===== config.mk =====
export PLATFORM = sky130hd
export DESIGN_NAME = cu_sequencer
export DESIGN_NICKNAME = d
export VERILOG_FILES = /design/src/rtl/cu_sequencer.sv
export SDC_FILE = /design/constraint.sdc
export NUM_CORES = 1
export LEC_CHECK = 0
export ABC_AREA = 0
export BUFFER_PORTS_ARGS = -buffer_cell sky130_fd_sc_hd__buf_2
export CAP_MARGIN = 30
export CORE_ASPECT_RATIO = 1.2
export CORE_MARGIN = 2
export CORE_UTILIZATION = 51
export CTS_BUF_LIST = sky130_fd_sc_hd__clkbuf_4
export DETAILED_ROUTE_END_ITERATION = 8
export PLACE_DENSITY = 0.87
export SETUP_SLACK_MARGIN = 0.3
export SKIP_LAST_GASP = 1
export SYNTH_ARGS = -nofsm -noshare
export SYNTH_HDL_FRONTEND = slang
export SYNTH_SLANG_ARGS = --single-unit

===== constraint.sdc =====
create_clock -name clk -period 3.8 [get_ports clk]
set_input_delay 0.38 -clock clk [delete_from_list [all_inputs] [get_ports clk]]
set_output_delay 0.38 -clock clk [all_outputs]
set_load 0.02 [all_outputs]

===== src/rtl/cu_sequencer.sv =====
`default_nettype none
// ============================================================================
//  Module      : cu_sequencer
//  Description : Program sequencer and instruction decoder for the 4-bit
//                computational unit. Owns the program counter, registers each
//                fetched instruction byte and decodes it into the unit's
//                control inputs. Handles two-byte JMP / JNZ / JZ.
//  Revision    : 1.0 - initial release
// ============================================================================
module cu_sequencer #(
    parameter int PC_W = 8
) (
    input  logic            clk,
    input  logic            sync_reset,
    input  logic [7:0]      pm_data,
    input  logic            r_eq_0,
    output logic [PC_W-1:0] pm_address,
    output logic [7:0]      ir,
    output logic [3:0]      ir_nibble,
    output logic [3:0]      source_sel,
    output logic [8:0]      reg_en,
    output logic            i_sel,
    output logic            x_sel,
    output logic            y_sel
);

    typedef enum logic [0:0] {
        ST_RUN    = 1'b0,
        ST_BUBBLE = 1'b1
    } state_t;

    localparam logic [3:0] c_SRC_PM_NIB = 4'd8;
    localparam logic [3:0] c_SRC_I_PINS = 4'd9;
    localparam logic [3:0] c_SRC_NONE   = 4'd10;

    state_t          r_state;
    logic [PC_W-1:0] r_pc;
    logic [7:0]      r_ir;

    logic [PC_W-1:0] w_pc_inc;
    logic [PC_W-1:0] w_target;
    logic            w_is_jump;
    logic            w_taken;
    logic [2:0]      w_dst;
    logic [2:0]      w_src;
    logic            w_autoinc;
    logic [3:0]      w_source_sel;
    logic [8:0]      w_reg_en;
    logic            w_i_sel;

    // Destination code to register-enable bit; code 4 addresses o_reg (bit 8)
    function automatic logic [8:0] f_dst_onehot(input logic [2:0] code);
        logic [8:0] v;
        v = 9'd0;
        if (code == 3'd4) begin
            v[8] = 1'b1;
        end else begin
            v[code] = 1'b1;
        end
        return v;
    endfunction

    // Jump target is the byte following the opcode, fitted to the pc width
    generate
        if (PC_W > 8) begin : g_target_wide
            assign w_target = {{(PC_W-8){1'b0}}, pm_data};
        end else begin : g_target_narrow
            assign w_target = pm_data[PC_W-1:0];
        end
    endgenerate

    assign w_pc_inc  = r_pc + PC_W'(1);
    assign w_is_jump = (r_ir[7:5] == 3'b111);
    // 1110 = JMP, 1111_0 = JNZ, 1111_1 = JZ
    assign w_taken   = ~r_ir[4] | (r_ir[3] ? r_eq_0 : ~r_eq_0);
    assign w_dst     = r_ir[7] ? r_ir[5:3] : r_ir[6:4];
    assign w_src     = r_ir[2:0];

    // Fetch / pc sequencing; a jump always drops into a one-cycle bubble
    always_ff @(posedge clk) begin
        if (sync_reset) begin
            r_pc    <= '0;
            r_ir    <= 8'h00;
            r_state <= ST_BUBBLE;
        end else begin
            r_ir <= pm_data;
            if (r_state == ST_RUN && w_is_jump) begin
                r_pc    <= w_taken ? w_target : w_pc_inc;
                r_state <= ST_BUBBLE;
            end else begin
                r_pc    <= w_pc_inc;
                r_state <= ST_RUN;
            end
        end
    end

    // Instruction decode; reset and bubble cycles issue no register writes
    always_comb begin
        w_source_sel = c_SRC_NONE;
        w_reg_en     = 9'd0;
        w_i_sel      = 1'b0;
        w_autoinc    = 1'b0;
        if (!sync_reset && r_state == ST_RUN) begin
            if (!r_ir[7]) begin
                // LOAD immediate nibble
                w_source_sel = c_SRC_PM_NIB;
                w_reg_en     = f_dst_onehot(w_dst);
                w_autoinc    = (w_dst == 3'd7);
            end else if (r_ir[6] == 1'b0) begin
                // MOVE; src == dst selects the input pins instead
                w_source_sel = (w_dst == w_src) ? c_SRC_I_PINS : {1'b0, w_src};
                w_reg_en     = f_dst_onehot(w_dst);
                w_autoinc    = (w_dst == 3'd7) ||
                               ((w_src == 3'd7) && (w_src != w_dst));
            end else if (r_ir[5] == 1'b0) begin
                // ALU: only the result register is written
                w_reg_en = 9'b0_0001_0000;
            end
            // Data-memory access post-increments i unless i itself is the target
            if (w_autoinc && w_dst != 3'd6) begin
                w_reg_en[6] = 1'b1;
                w_i_sel     = 1'b1;
            end
        end
    end

    assign pm_address = r_pc;
    assign ir         = r_ir;
    assign ir_nibble  = r_ir[3:0];
    assign x_sel      = r_ir[4];
    assign y_sel      = r_ir[3];
    assign source_sel = w_source_sel;
    assign reg_en     = w_reg_en;
    assign i_sel      = w_i_sel;

endmodule
`default_nettype wire


==> impl_metrics.yaml <==
power:
  p_total_uw: 377
  leakage_nw: 0.566
  pwr_density_cell_nw_per_um2: 313
  irDropWorstVdd_v: 0.000214
timing:
  fin_skew_ns: 0.00134
  tns_ns: 0
  layout_min_cycle_time_ns: 2.59
  slew-limit-headroom_pct: 62.3
  final_hold_viol_count: 0
  hold_slack_ns: 0.307
  fin_ws_ns: 1.21
  rsz0062_at_grt: "no"
  fmax_mhz: 387
  finalSetupViolCount: 0
  worstMarginPinSlew_ns: 0.565
  min_period_over_period_pct: 68.1
  drv_slew: 0
floorplan:
  ios: 47
  core_area_um2: 1850
  die_h_um: 52.6
  start_util_pct: 54.3
  rows: 17
  dieArea_um2: 2340
  fp.dieW_um: 44.5
run:
  maxCapViolCount: 0
worst_setup_path:
  cp.arrival_ns: 2.21
  endpoint: "source_sel[1]"
  end_kind: "primary output"
  r2r_cells: 3
  cp-startpoint: "ir[7]$_SDFF_PP0_"
  reg2reg_to: "pm_address[2]$_SDFF_PP0_"
  critical_path.startpoint_type: "flop"
  rrSetupSlack_ns: 2.18
  critPathKind: "flop to primary output"
  cp_max_fo: 19
  cp.required_ns: 3.42
  reg2reg_from: "ir[7]$_SDFF_PP0_"
cells_and_area:
  drive_above_1_share_pct: 31.3
  seqCellArea_um2: 340
  area_growth_pct: 19.9
  n_antenna_cell: 0
  multi_input_area_um2: 569
  fin_util_pct: 65.1
  final_nets: 176
  nFillCells: 169
logic_synthesis:
  synthArstFlopShare_pct: 0
  ys.flop_type: "dfxtp_1"
  ys_warn_count: 0
  ys_ff_latch: 17
  yosys-top-cells-area: "dfxtp_1 (34%), nor2_1 (5.6%), nor2b_1 (5.0%), buf_4 (4.5%), nand2_1 (4.5%)"
  synthMostInstantiatedCell: "dfxtp_1"
  yosys.area.top_type: "dfxtp_1"
  seq_area_frac_synth_pct: 33.9
  ys_top_cells_by_count: "dfxtp_1 (17), nor2_1 (15), nand2_1 (12), nor2b_1 (8), buf_4 (6)"
  synth_edf_count: 0
  synth.net_count: 138
  netlist.area_leader.share_pct: 33.9
  synth.avg_cell_area_um2: 7.97
  syn_area_um2: 1000
  synth_cells: 126
  synth.distinct_cells: 39
cts:
  post_cts_buffers: 0
  cts_sinks: 17
  cts_max_path_buffers: 2
  cts_root_buffer: "clkbuf_4"
  cts_tree: "built"
  cts_resized: 0
  ctsHtreeMaxLevel: 1
  path_clk_slew_ns: 0.09
  numCtsBuffers: 3
  hold_buffers: 0
  clkLatencyLatePin_ns: 0.29
global_route:
  grt_pass1_vias: 892
  grt_first_pass_wirelength_mm: 3.73
  grt_overflow_total: 0
  grt_max_degree: 20
  track_usage_pct: 21.5
  antenna_found_initial: 0
outcome:
  status: "finished clean"
hold_path:
  hold_class: "input pin to flop"
  hold_start: "pm_data[5]"
routing:
  wl_per_cell_um: 12.2
  postRouteAntennaNets: 0
  drt_iter0_markers: 24
  drtPass1Iterations: 4
  post-route-drc-count: 0
  drt-total-wl_mm: 2.21
  vias: 994
  via_per_inst: 5.46
placement:
  portBuffers: 46
  place_congestion: 0.862
  pre_cts_slack_ns: 1.55
  hpwl_mm: 1.71
[layout by cell type, fill, tap and decap left out, types with 2 or more instances in the layout]
master    count
a211oi_1      4
a21oi_1       4
and2_1        2
and3_1        3
buf_2        46
clkbuf_4      4
dfxtp_1      17
inv_1         2
nand2_1      12
nand2b_1      5
nand3_1       3
nor2_1       15
nor2b_1       8
nor3_1        2
nor4_1        2
o21bai_1      3
o22ai_1       2
or3_1         2
xnor2_1       5
xor2_1        5
[state kept, by name (all words and copies together) (netlist names)]
register    cells
ir              8
pm_address      8
r_state         1
[layer usage]
metal / GRT usage [%] / up-vias / part of all wire (%) / wire length, um
met5: 0 / - / 0 / 0
met4: 11.6 / 0 / 2.3 / 51
met3: 2.07 / 5 / 6.0 / 133
met2: 38.2 / 40 / 53 / 1170
met1: 24.5 / 444 / 39 / 861
li1: - / 505 / - / -
[cell type report]
class | count | share of cell area, %
clock buffers | 4 | 2.49
repair buffers | 46 | 19.1
multi-input cells | 93 | 47.2
well taps | 19 | 1.97
flip-flops and latches | 17 | 28.2
inverters | 3 | 0.935
[logic make-up (layout without fill, tap and decap cells)]
logic type,Yosys count,count (layout),synth area share [%]
compound gates,25,25,17.9
simple gates,56,56,27.8
buf+inv,16,53,9.46
fa+ha+maj,1,1,1.25
flops,17,17,33.9
xor+xnor,10,10,8.72
mux,1,1,0.996
[worst max-delay path, stage by stage, from the launching register on]
cell and delay (ns):
dfxtp_1 0.69, mux2i_1 0.30, xnor2_1 0.14, a2111o_1 0.41, a31o_1 0.22, buf_2 0.15
[per-stage QoR]
stage | std cells | instance area (um^2)
2_1_floorplan | 126 | 1000
3_3_place_gp | 178 | 1170
3_5_place_dp | 178 | 1170
4_1_cts | 182 | 1200
5_1_grt | 182 | 1200
6_report | 182 | 1200
[report_power, final]
| part | switching (mW) | total [mW] | internal [mW] |
|---|---|---|---|
| clock network | 0.0531 | 0.101 | 0.0481 |
| registers | 0.0156 | 0.202 | 0.187 |
| logic | 0.0435 | 0.0734 | 0.0299 |
| total | 0.112 | 0.377 | 0.265 |
[worst min-delay path by stage]
stage | end | slack, ns | cells after the start
6_report | ir[5]$_SDFF_PP0_ | 0.31 | 2
5_1_grt | ir[0]$_SDFF_PP0_ | 0.31 | 2
4_1_cts | ir[5]$_SDFF_PP0_ | 0.31 | 2
3_5_place_dp | pm_address[0]$_SDFF_PP0_ | 0.51 | 1
3_3_place_gp | pm_address[0]$_SDFF_PP0_ | 0.48 | 1
2_1_floorplan | ir[2]$_SDFF_PP0_ | 0.45 | 1
No activity file was read; power rests on OpenSTA's default activity.
